--- src/rtl/pipeline_ctrl_pkg.sv ---
// Shared encodings for the pipeline execution controller and the debug unit.
package pipeline_ctrl_pkg;

    localparam int CMD_W = 2;

    typedef enum logic [CMD_W-1:0] {
        CMD_NOP  = 2'b00,
        CMD_RUN  = 2'b01,
        CMD_STEP = 2'b10,
        CMD_STOP = 2'b11
    } cmd_e;

    typedef enum logic [1:0] {
        ST_IDLE   = 2'b00,
        ST_RUN    = 2'b01,
        ST_STEP   = 2'b10,
        ST_HALTED = 2'b11
    } state_e;

endpackage

--- src/rtl/pipeline_step_ctrl_if.sv ---
// Command/status bundle between the debug unit, the pipeline and the step controller.
interface pipeline_step_ctrl_if #(
    parameter int BITS_SIZE = 32
);
    logic                 i_cmd_valid;
    logic [1:0]           i_cmd;
    logic [BITS_SIZE-1:0] i_cmd_arg;
    logic                 o_cmd_ready;
    logic                 i_halt;
    logic                 o_step;
    logic                 o_busy;
    logic                 o_halted;
    logic                 o_done;
    logic [BITS_SIZE-1:0] o_cycle_count;
    logic                 o_timeout;

    modport master (
        output i_cmd_valid, i_cmd, i_cmd_arg, i_halt,
        input  o_cmd_ready, o_step, o_busy, o_halted, o_done, o_cycle_count, o_timeout
    );

    modport slave (
        input  i_cmd_valid, i_cmd, i_cmd_arg, i_halt,
        output o_cmd_ready, o_step, o_busy, o_halted, o_done, o_cycle_count, o_timeout
    );
endinterface

--- src/rtl/step_down_counter.sv ---
// Loadable down-counter; is_last flags the final count so the owner can stop on it.
module step_down_counter #(
    parameter int WIDTH = 32
) (
    input  logic             clk,
    input  logic             srst,
    input  logic             load,
    input  logic [WIDTH-1:0] load_value,
    input  logic             dec,
    output logic             is_last
);
    logic [WIDTH-1:0] count_reg;

    always_ff @(posedge clk) begin
        if (srst) begin
            count_reg <= '0;
        end else if (load) begin
            count_reg <= load_value;
        end else if (dec && (count_reg != '0)) begin
            count_reg <= count_reg - WIDTH'(1);
        end
    end

    assign is_last = (count_reg == WIDTH'(1));
endmodule

--- src/rtl/pipeline_step_ctrl.sv ---
// Step-enable controller for the five-stage pipeline (free-run / step N / stop, halt freeze).
// Optional RUN watchdog enabled by defining PIPELINE_STEP_CTRL_WATCHDOG_EN.
module pipeline_step_ctrl
    import pipeline_ctrl_pkg::*;
#(
    parameter int BITS_SIZE = 32
`ifdef PIPELINE_STEP_CTRL_WATCHDOG_EN
    , parameter logic [31:0] WATCHDOG_LIMIT = 32'd1000000
`endif
) (
    input  logic                 i_clk,
    input  logic                 i_reset,
    pipeline_step_ctrl_if.slave  bus
);
    state_e               state_reg;
    logic                 done_reg;
    logic [BITS_SIZE-1:0] cycle_count_reg;
    logic                 active;
    logic                 step_en;
    logic                 cmd_fire;
    logic                 step_load;
    logic [BITS_SIZE-1:0] step_load_value;
    logic                 step_is_last;
    logic                 wd_is_last;

    assign active   = (state_reg == ST_RUN) || (state_reg == ST_STEP);
    // Combinational so the pipeline freezes in the very cycle the halt reaches MEM/WB.
    assign step_en  = active && !bus.i_halt;
    assign cmd_fire = bus.i_cmd_valid && bus.o_cmd_ready;

    assign step_load       = (state_reg == ST_IDLE) && cmd_fire && (bus.i_cmd == CMD_STEP);
    assign step_load_value = (bus.i_cmd_arg == '0) ? BITS_SIZE'(1) : bus.i_cmd_arg;

    step_down_counter #(.WIDTH(BITS_SIZE)) u_step_cnt (
        .clk        (i_clk),
        .srst       (i_reset),
        .load       (step_load),
        .load_value (step_load_value),
        .dec        ((state_reg == ST_STEP) && step_en),
        .is_last    (step_is_last)
    );

`ifdef PIPELINE_STEP_CTRL_WATCHDOG_EN
    logic timeout_reg;

    step_down_counter #(.WIDTH(BITS_SIZE)) u_wd_cnt (
        .clk        (i_clk),
        .srst       (i_reset),
        .load       ((state_reg == ST_IDLE) && cmd_fire && (bus.i_cmd == CMD_RUN)),
        .load_value (BITS_SIZE'(WATCHDOG_LIMIT)),
        .dec        ((state_reg == ST_RUN) && step_en),
        .is_last    (wd_is_last)
    );

    assign bus.o_timeout = timeout_reg;
`else
    assign wd_is_last    = 1'b0;
    assign bus.o_timeout = 1'b0;
`endif

    always_ff @(posedge i_clk) begin
        if (i_reset) begin
            state_reg       <= ST_IDLE;
            done_reg        <= 1'b0;
            cycle_count_reg <= '0;
`ifdef PIPELINE_STEP_CTRL_WATCHDOG_EN
            timeout_reg     <= 1'b0;
`endif
        end else begin
            done_reg <= 1'b0;
            if (step_en) begin
                cycle_count_reg <= cycle_count_reg + BITS_SIZE'(1);
            end
            case (state_reg)
                ST_IDLE: begin
                    if (cmd_fire && (bus.i_cmd == CMD_RUN)) begin
                        state_reg <= ST_RUN;
`ifdef PIPELINE_STEP_CTRL_WATCHDOG_EN
                        timeout_reg <= 1'b0;
`endif
                    end else if (cmd_fire && (bus.i_cmd == CMD_STEP)) begin
                        state_reg <= ST_STEP;
`ifdef PIPELINE_STEP_CTRL_WATCHDOG_EN
                        timeout_reg <= 1'b0;
`endif
                    end
                end
                ST_RUN: begin
                    // Halt outranks STOP and the watchdog in the same cycle.
                    if (bus.i_halt) begin
                        state_reg <= ST_HALTED;
                        done_reg  <= 1'b1;
                    end else if (cmd_fire && (bus.i_cmd == CMD_STOP)) begin
                        state_reg <= ST_IDLE;
                        done_reg  <= 1'b1;
                    end else if (wd_is_last) begin
                        state_reg <= ST_IDLE;
                        done_reg  <= 1'b1;
`ifdef PIPELINE_STEP_CTRL_WATCHDOG_EN
                        timeout_reg <= 1'b1;
`endif
                    end
                end
                ST_STEP: begin
                    if (bus.i_halt) begin
                        state_reg <= ST_HALTED;
                        done_reg  <= 1'b1;
                    end else if (step_is_last) begin
                        state_reg <= ST_IDLE;
                        done_reg  <= 1'b1;
                    end
                end
                ST_HALTED: begin
                    state_reg <= ST_HALTED;
                end
                default: begin
                    state_reg <= ST_IDLE;
                end
            endcase
        end
    end

    assign bus.o_cmd_ready   = (state_reg != ST_STEP);
    assign bus.o_step        = step_en;
    assign bus.o_busy        = active;
    assign bus.o_halted      = (state_reg == ST_HALTED);
    assign bus.o_done        = done_reg;
    assign bus.o_cycle_count = cycle_count_reg;
endmodule

--- src/flat_wrapper.sv ---
// flat-port wrapper written by rule: the top's interface ports become plain ports
module pipeline_step_ctrl_flat import pipeline_ctrl_pkg::*;
#(
    parameter int BITS_SIZE = 32

)
  (i_clk, i_reset, bus_i_cmd_valid, bus_i_cmd, bus_i_cmd_arg, bus_i_halt, bus_o_cmd_ready, bus_o_step, bus_o_busy, bus_o_halted, bus_o_done, bus_o_cycle_count, bus_o_timeout);
  pipeline_step_ctrl_if #(.BITS_SIZE(BITS_SIZE)) bus_i ();
  input  logic i_clk;
  input  logic i_reset;
  input wire logic [$bits(bus_i.i_cmd_valid)-1:0] bus_i_cmd_valid;
  input wire logic [$bits(bus_i.i_cmd)-1:0] bus_i_cmd;
  input wire logic [$bits(bus_i.i_cmd_arg)-1:0] bus_i_cmd_arg;
  input wire logic [$bits(bus_i.i_halt)-1:0] bus_i_halt;
  output wire logic [$bits(bus_i.o_cmd_ready)-1:0] bus_o_cmd_ready;
  output wire logic [$bits(bus_i.o_step)-1:0] bus_o_step;
  output wire logic [$bits(bus_i.o_busy)-1:0] bus_o_busy;
  output wire logic [$bits(bus_i.o_halted)-1:0] bus_o_halted;
  output wire logic [$bits(bus_i.o_done)-1:0] bus_o_done;
  output wire logic [$bits(bus_i.o_cycle_count)-1:0] bus_o_cycle_count;
  output wire logic [$bits(bus_i.o_timeout)-1:0] bus_o_timeout;
  assign bus_i.i_cmd_valid = bus_i_cmd_valid;
  assign bus_i.i_cmd = bus_i_cmd;
  assign bus_i.i_cmd_arg = bus_i_cmd_arg;
  assign bus_i.i_halt = bus_i_halt;
  assign bus_o_cmd_ready = bus_i.o_cmd_ready;
  assign bus_o_step = bus_i.o_step;
  assign bus_o_busy = bus_i.o_busy;
  assign bus_o_halted = bus_i.o_halted;
  assign bus_o_done = bus_i.o_done;
  assign bus_o_cycle_count = bus_i.o_cycle_count;
  assign bus_o_timeout = bus_i.o_timeout;
  pipeline_step_ctrl #(.BITS_SIZE(BITS_SIZE)) u_core (.i_clk(i_clk), .i_reset(i_reset), .bus(bus_i));
endmodule
--- config.mk ---
export PLATFORM = sky130hd
export DESIGN_NAME = pipeline_step_ctrl_flat
export DESIGN_NICKNAME = d
export VERILOG_FILES = /design/src/rtl/pipeline_ctrl_pkg.sv /design/src/rtl/pipeline_step_ctrl_if.sv /design/src/rtl/step_down_counter.sv /design/src/rtl/pipeline_step_ctrl.sv /design/src/flat_wrapper.sv
export SDC_FILE = /design/constraint.sdc
export NUM_CORES = 1
export LEC_CHECK = 0
export CORE_AREA = 5 5 112 114
export CTS_BUF_LIST = sky130_fd_sc_hd__clkbuf_2 sky130_fd_sc_hd__clkbuf_4 sky130_fd_sc_hd__clkbuf_8
export DETAILED_ROUTE_END_ITERATION = 10
export DIE_AREA = 0 0 117 119
export SETUP_SLACK_MARGIN = 0.2
export SYNTH_ARGS = -nofsm -noshare
export SYNTH_HDL_FRONTEND = slang
export SYNTH_SLANG_ARGS = --single-unit
--- constraint.sdc ---
create_clock -name i_clk -period 3 [get_ports i_clk]
set_clock_uncertainty 0.15 [all_clocks]
set_input_delay 0.3 -clock i_clk [delete_from_list [all_inputs] [get_ports i_clk]]
set_output_delay 0.3 -clock i_clk [all_outputs]
set_load 0.01 [all_outputs]
==> run metrics, run 1 <==
Place WS=0.3456 ns; Clock transition at path regs=around 0.08 ns; Area Overhead vs Synth=29.86%; largest family of logic cells by synthesized area=simple AND/OR/NAND/NOR gates; I/O Pins=76; Hold-fix buffers, CTS=0; Critical Path, Cell by Cell=inv_1 -> ha_1 -> nor2b_1 -> and4b_1 -> o21a_1 -> nor2b_1 -> nand2_1 -> a22oi_1; vias in the first global route=3869; f_max=between 300 and 400 MHz; Net Sw Frac=42.10%; Seq/Total Area, Yosys=34.65%; row count=39; count of cell types in the netlist=64; Routed WL=11.81 mm; pwr dens=742.2 mW/mm^2; Top Family by Delay on Critical Path=simple AND/OR/NAND/NOR gates; Pre-antenna DRT Iters=4; DR vias=3865; critical path required time=3.14 ns; crit path time final=2.628 ns; maximum vdd drop=0.0002876 V; Clock Tree Root=clkbuf_8; Synth top area share=between 30% and 40%; Post-synth ARST share=0%; status=complete, no violations; RSZ-0062 raised after global routing=no; Adder-Cell Fraction of Synth Area=between 2 and 3%; Crit Path Max Fanout=13; post-DR wirelength/cell=about 17 um; Core Area=0.01132 mm^2; Seq pwr share=28.9%; Die W=117 um; Worst Hold Class=input pin to flip-flop; Layout Cell Area excl Fill=0.005027 mm^2; fin crit share=87.60%; fin nets=594; Max clock buf depth=2; worst skew pair latency=0.37 ns; initial core utilization=34.20%; commonest register cell after synthesis=dfxtp_1; crit-path most repeated cell=nor2b_1; RD Place Congestion=0.8660; arrival time at the worst endpoint=2.77 ns; post-synthesis mux area share=between 1.5 and 2%; cell taking the most area after synthesis=dfxtp_1; H-Tree Depth=3; Avg Inst Size Synth=8.272 um^2; Min Hold Slack=between 0.3 and 0.4 ns; Final Setup Violations=0; Die Ht=119 um; DR iter-0 viols=177; Critical Path Start Type=flip-flop; Setup crit end kind=flip-flop; Slowest-stage cell, CP=o21a_1; WS Path Type=flip-flop to flip-flop; TritonCTS Buffers=9; post-route ant nets=0; Sink Count=67; IO buf count=74; DRC=0; XOR/XNOR Fraction of Synth Area=under 10%; pin count of the biggest net entering global routing=55; post-DP HPWL=8.407 mm; WP buf/inv=1; GRT Total Usage=17.05%; Clk network pwr share=a little over a fifth; Largest stage delay, worst path=0.51 ns; Yosys warnings=0; DP Area=between 0.004 and 0.005 mm^2; Mapped Nets=514; share of layout cells above drive strength 1=10.49%; Logic pwr share=approximately 50%; Mapped Area=0.003871 mm^2; dominant cells by area after synthesis=dfxtp_1 (35%), nor2_1 (6.6%), xor2_1 (5.0%); Non-Filler Instances=slightly below 700; first-pass GRT wire length=18.93 mm; Synth Area in Simple Gates=34.20%; Slew headroom=28.99%; routed vias/inst=5.553; Compound-Gate Fraction of Synth Area=between 15 and 20%; setup TNS after final layout=0 ns; Yosys reg bits=67; switching power=approximately 1.6 mW; # placed instances=677; die area=0.01392 mm^2; final setup margin=about 0.37 ns; # diodes=0; initial antenna violation count=0; worst slew pin tran=approximately 1.1 ns; Post-Synthesis Cells=about 470; MaxCap Viol Count=0; EDFF count, synth=0; GRT overflow=0; final hold violation count=0; CTS tree=yes; Leakage=1.743 nW; cell-internal power=2.160 mW; fin. max-slew vios=0
[worst register-to-register path, cell delays in order (launching register included)]
cell     delay [ns]
dfxtp_1        0.39
inv_1          0.11
ha_1           0.31
nor2b_1        0.29
and4b_1        0.33
o21a_1         0.51
nor2b_1        0.24
nand2_1        0.08
a22oi_1        0.15
[metal layers]
layer | track usage [%] | vias to the layer above | routed length (um)
met5 | 0 | - | 0
met4 | 7.168 | 0 | 205
met3 | 4.513 | 14 | 805
met2 | 26.28 | 132 | 5355
met1 | 22.40 | 1825 | 5440
li1 | - | 1894 | -
[repair_timing]
item | 4_1_cts | 5_1_grt
buffers inserted | 0 | 3
endpoints found under the setup margin | 0 | 11
resized for setup | 0 | 3
[Yosys cell counts, types with 2 or more instances]
cell and n:
a21oi_2 2, inv_1 10, nor2b_1 4, clkbuf_1 15
mux2i_1 6, nand2_1 28, or2_2 2, a22oi_1 5
nor4_2 3, nand2b_1 3, nor2_1 68, nor3_1 20
nand3b_1 2, o31ai_1 3, o21ai_0 6, buf_2 2
o211ai_1 5, buf_6 2, nor4_1 17, a31oi_1 5
and2_1 3, nor3b_1 2, a311o_1 2, nand4b_1 2
nand4_1 18, or3_4 2, and4_1 5, nor4_4 2
and3_1 10, a32oi_1 3, a21oi_1 16, or3_1 10
o21a_1 2, xnor2_1 13, a2111o_1 2, o311ai_0 2
xor2_1 22, or4_1 4, nand3_1 24, a211oi_1 14
nor3_2 4, a221oi_1 2, ha_1 8, o21ai_1 2
dfxtp_1 67
[layout by cell type (no fill, tap or decap), types with 13 or more instances in the layout]
| cell | n |
|---|---|
| clkdlybuf4s50_1 | 73 |
| nor2_1 | 68 |
| dfxtp_1 | 67 |
| nand2_1 | 28 |
| nand3_1 | 24 |
| xor2_1 | 22 |
| nor3_1 | 20 |
| nand4_1 | 18 |
| nor4_1 | 17 |
| a21oi_1 | 16 |
| buf_4 | 15 |
| a211oi_1 | 14 |
| xnor2_1 | 13 |
[metrics by stage]
stage | util (%) | total power [mW]
finish | 44.41 | 3.731
floorplan | - | 2.314
detailed placement | 42.36 | 2.850
CTS | 44.13 | 3.656
global route | 44.41 | 3.966
global placement | 42.36 | 2.836
[worst paths after layout]
path              slack, ns                                           end                                 startpoint  cells after the start
setup / recovery       0.37  u_core.u_step_cnt.count_reg[13]$_SDFFE_PP0P_           u_core.state_reg[0]$_SDFFE_PP0P_                      8
setup reg to reg       0.37  u_core.u_step_cnt.count_reg[13]$_SDFFE_PP0P_           u_core.state_reg[0]$_SDFFE_PP0P_                      8
hold / removal         0.35   u_core.u_step_cnt.count_reg[7]$_SDFFE_PP0P_                           bus_i_cmd_arg[7]                      3
hold reg to reg        0.37     u_core.bus.o_cycle_count[22]$_SDFFE_PP0P_  u_core.bus.o_cycle_count[22]$_SDFFE_PP0P_                      2
[cell families after synthesis]
| group | count (synthesis) |
|---|---|
| XOR/XNOR | 35 |
| multiplexers | 7 |
| AND/OR/NAND/NOR | 239 |
| adder cells (fa/ha/maj) | 8 |
| AO/OA/AOI/OAI | 80 |
| buffers and inverters | 31 |
| flip-flops | 67 |
| other | 1 |
[cell type report]
type	instances	area, um^2
fillers	1162	6294
multi-input cells	370	2401
flip-flops and latches	67	1341
repair buffers	90	868.3
well taps	143	178.9
clock buffers	9	123.9
clock inverters	7	76.32
inverters	10	37.54
[power groups by stage]
stage / clock (mW) / combinational (mW) / sequential (mW)
5_1_grt: 0.856 / 2.02 / 1.09
3_5_place_dp: 0 / 1.76 / 1.09
2_1_floorplan: 0 / 1.24 / 1.07
3_3_place_gp: 0 / 1.75 / 1.09
4_1_cts: 0.815 / 1.77 / 1.08
6_report: 0.793 / 1.86 / 1.08
(Power assumes the default switching activity.)
==> run 2, diff against run 1 <==
Settings changed: CTS_CLUSTER_DIAMETER from default to 150.
==> results of run 2 <==
Same layout as run 1: the final DEF is identical, and so are final timing and power.
==> run 3, diff against run 2 <==
Settings changed: CAP_MARGIN from default to 20, MAX_ROUTING_LAYER from default to met4.
==> run 3 against run 2 <==
Net effect:
- register-to-register slack hardly changed
- core utilization stayed put
- total power hardly changed
- via count is 0.88% higher
- non-clock buffer count stayed put
- flip-flop and latch count stayed put
- first-iteration DRC count is 42% higher
- global-route usage is 0.44 points higher
- sequential share of layout area stayed put
- critical path type unchanged
- critical endpoint unchanged
==> run metrics, run 3 (synthesized netlist as in run 1, its figures left out) <==
DR iter-0 viols=252 (+42%); Largest stage delay, worst path=0.51 ns (about the same); Critical Path, Cell by Cell=inv_1 -> ha_1 -> nor2b_1 -> and4b_1 -> o21a_1 -> nor2b_1 -> nand2_1 -> a22oi_1; Clk network pwr share=21.2% (about the same); crit path time final=2.623 ns (-0.005617 ns); first-pass GRT wire length=18.91 mm (about the same); pwr dens=742.2 mW/mm^2 (about the same); fin crit share=87.42% (-0.19 points); Logic pwr share=49.8% (about the same); Core Area=0.01132 mm^2 (unchanged); worst flop-to-flop path startpoint=u_core.state_reg[0]$_SDFFE_PP0P_; worst slew pin tran=1.099 ns (+0.03409 ns); Sink Count=67 (unchanged); maximum vdd drop=0.0002879 V (+0.11%); Die Ht=119 um (unchanged); Seq pwr share=28.9% (about the same); Clock Tree Root=clkbuf_8; PnR Total Power=3.731 mW (about the same); IO buf count=74 (unchanged); Crit Path Max Fanout=13 (unchanged); Critical Path Start Type=flip-flop; share of layout cells above drive strength 1=10.49% (unchanged); CTS tree=yes; critical path required time=3.14 ns (about the same); commonest non-fill, non-tap cell in the layout=clkdlybuf4s50_1; Pre-antenna DRT Iters=5 (+1); Setup crit end kind=flip-flop; TritonCTS Buffers=9 (unchanged); Area Overhead vs Synth=29.86% (unchanged); busiest grt layer=met2; die area=0.01392 mm^2 (unchanged); M2 GR Usage=26.39% (+0.11 points); initial core utilization=34.20% (unchanged); GRT overflow=0 (unchanged); Net Sw Frac=42.11% (about the same); Slew headroom=26.72% (-2.3 points); final hold violation count=0 (unchanged); pin count of the biggest net entering global routing=55 (unchanged); I/O Pins=76 (unchanged); commonest non-fill, non-tap cells in the layout=clkdlybuf4s50_1 (73), nor2_1 (68), dfxtp_1 (67), nand2_1 (28), nand3_1 (24); vias in the first global route=3881 (+0.31%); DR vias=3899 (+0.88%); worst setup path start=u_core.state_reg[0]$_SDFFE_PP0P_; Hold-fix buffers, CTS=0 (unchanged); Multi-input gate area=0.002401 mm^2 (unchanged); Routed WL=11.84 mm (+0.26%); switching power=1.571 mW (about the same); initial antenna violation count=0 (unchanged); HP Start=bus_i_cmd_arg[7]; Slowest-stage cell, CP=o21a_1; status=complete, no violations; final setup margin=0.3775 ns (+0.005617 ns); cell-internal power=2.160 mW (about the same); Max clock buf depth=2 (unchanged); post-route ant nets=0 (unchanged); Clock transition at path regs=0.08 ns (about the same); DP Area=0.004796 mm^2 (unchanged); met3 usage=3.398% (-1.1 points); FF/Latch Area=0.001341 mm^2 (unchanged); crit-path most repeated cell=nor2b_1; filler instances=1162 (unchanged); MaxCap Viol Count=0 (unchanged); post-DP HPWL=8.407 mm (unchanged); WP buf/inv=1 (unchanged); # placed instances=677 (unchanged); Leakage=1.743 nW (unchanged); # diodes=0 (unchanged); fin. max-slew vios=0 (unchanged); H-Tree Depth=3 (unchanged); RD Place Congestion=0.8801 (+1.6%); met1 Resource Use GR=22.74% (+0.34 points); WS Path Type=flip-flop to flip-flop; Final Setup Violations=0 (unchanged); Non-Filler Instances=696 (unchanged); Place WS=0.3456 ns (unchanged); RSZ-0062 raised after global routing=no; worst skew pair latency=0.37 ns (about the same); Die W=117 um (unchanged); routed vias/inst=5.602 (+0.88%); GRT Total Usage=17.49% (+0.44 points); arrival time at the worst endpoint=2.76 ns (about the same); row count=39 (unchanged); Layout Cell Area excl Fill=0.005027 mm^2 (unchanged); DRC=0 (unchanged); Worst Hold Class=input pin to flip-flop; Top Family by Delay on Critical Path=simple AND/OR/NAND/NOR gates; fin nets=594 (unchanged); setup TNS after final layout=0 ns (unchanged); f_max=381.3 MHz (+0.21%); post-DR wirelength/cell=17.01 um (+0.26%)
run 3: cell counts in the layout (fill, tap and decap cells not counted):
Identical to the previous run, type by type.
run 3: timing repair:
item	CTS	global route
resized for setup	0	3
buffers inserted	0	3
endpoints found under the setup margin	0	11
run 3: worst paths after layout:
check | end | slack (ns) | cells after the start
max | u_core.u_step_cnt.count_reg[13]$_SDFFE_PP0P_ | 0.38 | 8
min | u_core.u_step_cnt.count_reg[7]$_SDFFE_PP0P_ | 0.35 | 3
max reg2reg | u_core.u_step_cnt.count_reg[13]$_SDFFE_PP0P_ | 0.38 | 8
min reg2reg | u_core.bus.o_cycle_count[22]$_SDFFE_PP0P_ | 0.37 | 2
run 3: metal layers:
layer  vias up  wire, um
met2       152      5392
met4         0       213
met5         -         0
met3        15       709
li1       1890         -
met1      1842      5523
run 3: power groups by stage:
stage	clock network [mW]	logic, mW	registers (mW)
2_1_floorplan	0	1.24	1.07
3_3_place_gp	0	1.75	1.09
3_5_place_dp	0	1.76	1.09
4_1_cts	0.815	1.77	1.08
5_1_grt	0.852	2.02	1.09
6_report	0.792	1.86	1.08
run 3: tightest hold or removal path: cells and delay by family:
| kind | cells | cell delay, ns |
|---|---|---|
| buffers and inverters | 1 | 0.42 |
| and+or+nand+nor | 1 | 0.06 |
| AOI/OAI and AO/OA | 1 | 0.05 |
run 3: layout make-up:
type	count	area share [%]
Multi-Input combinational cell	370	47.76
Sequential cell	67	26.68
Timing Repair Buffer	90	17.27
Tap cell	143	3.559
Clock buffer	9	2.464
Clock inverter	7	1.518
Inverter	10	0.7466
run 3: metrics by stage:
stage | hold WS (ns) | util [%]
floorplan | 0.2845 | -
global placement | 0.3452 | 42.36
detailed placement | 0.3580 | 42.36
CTS | 0.3423 | 44.13
global route | 0.3776 | 44.41
finish | 0.3540 | 44.41
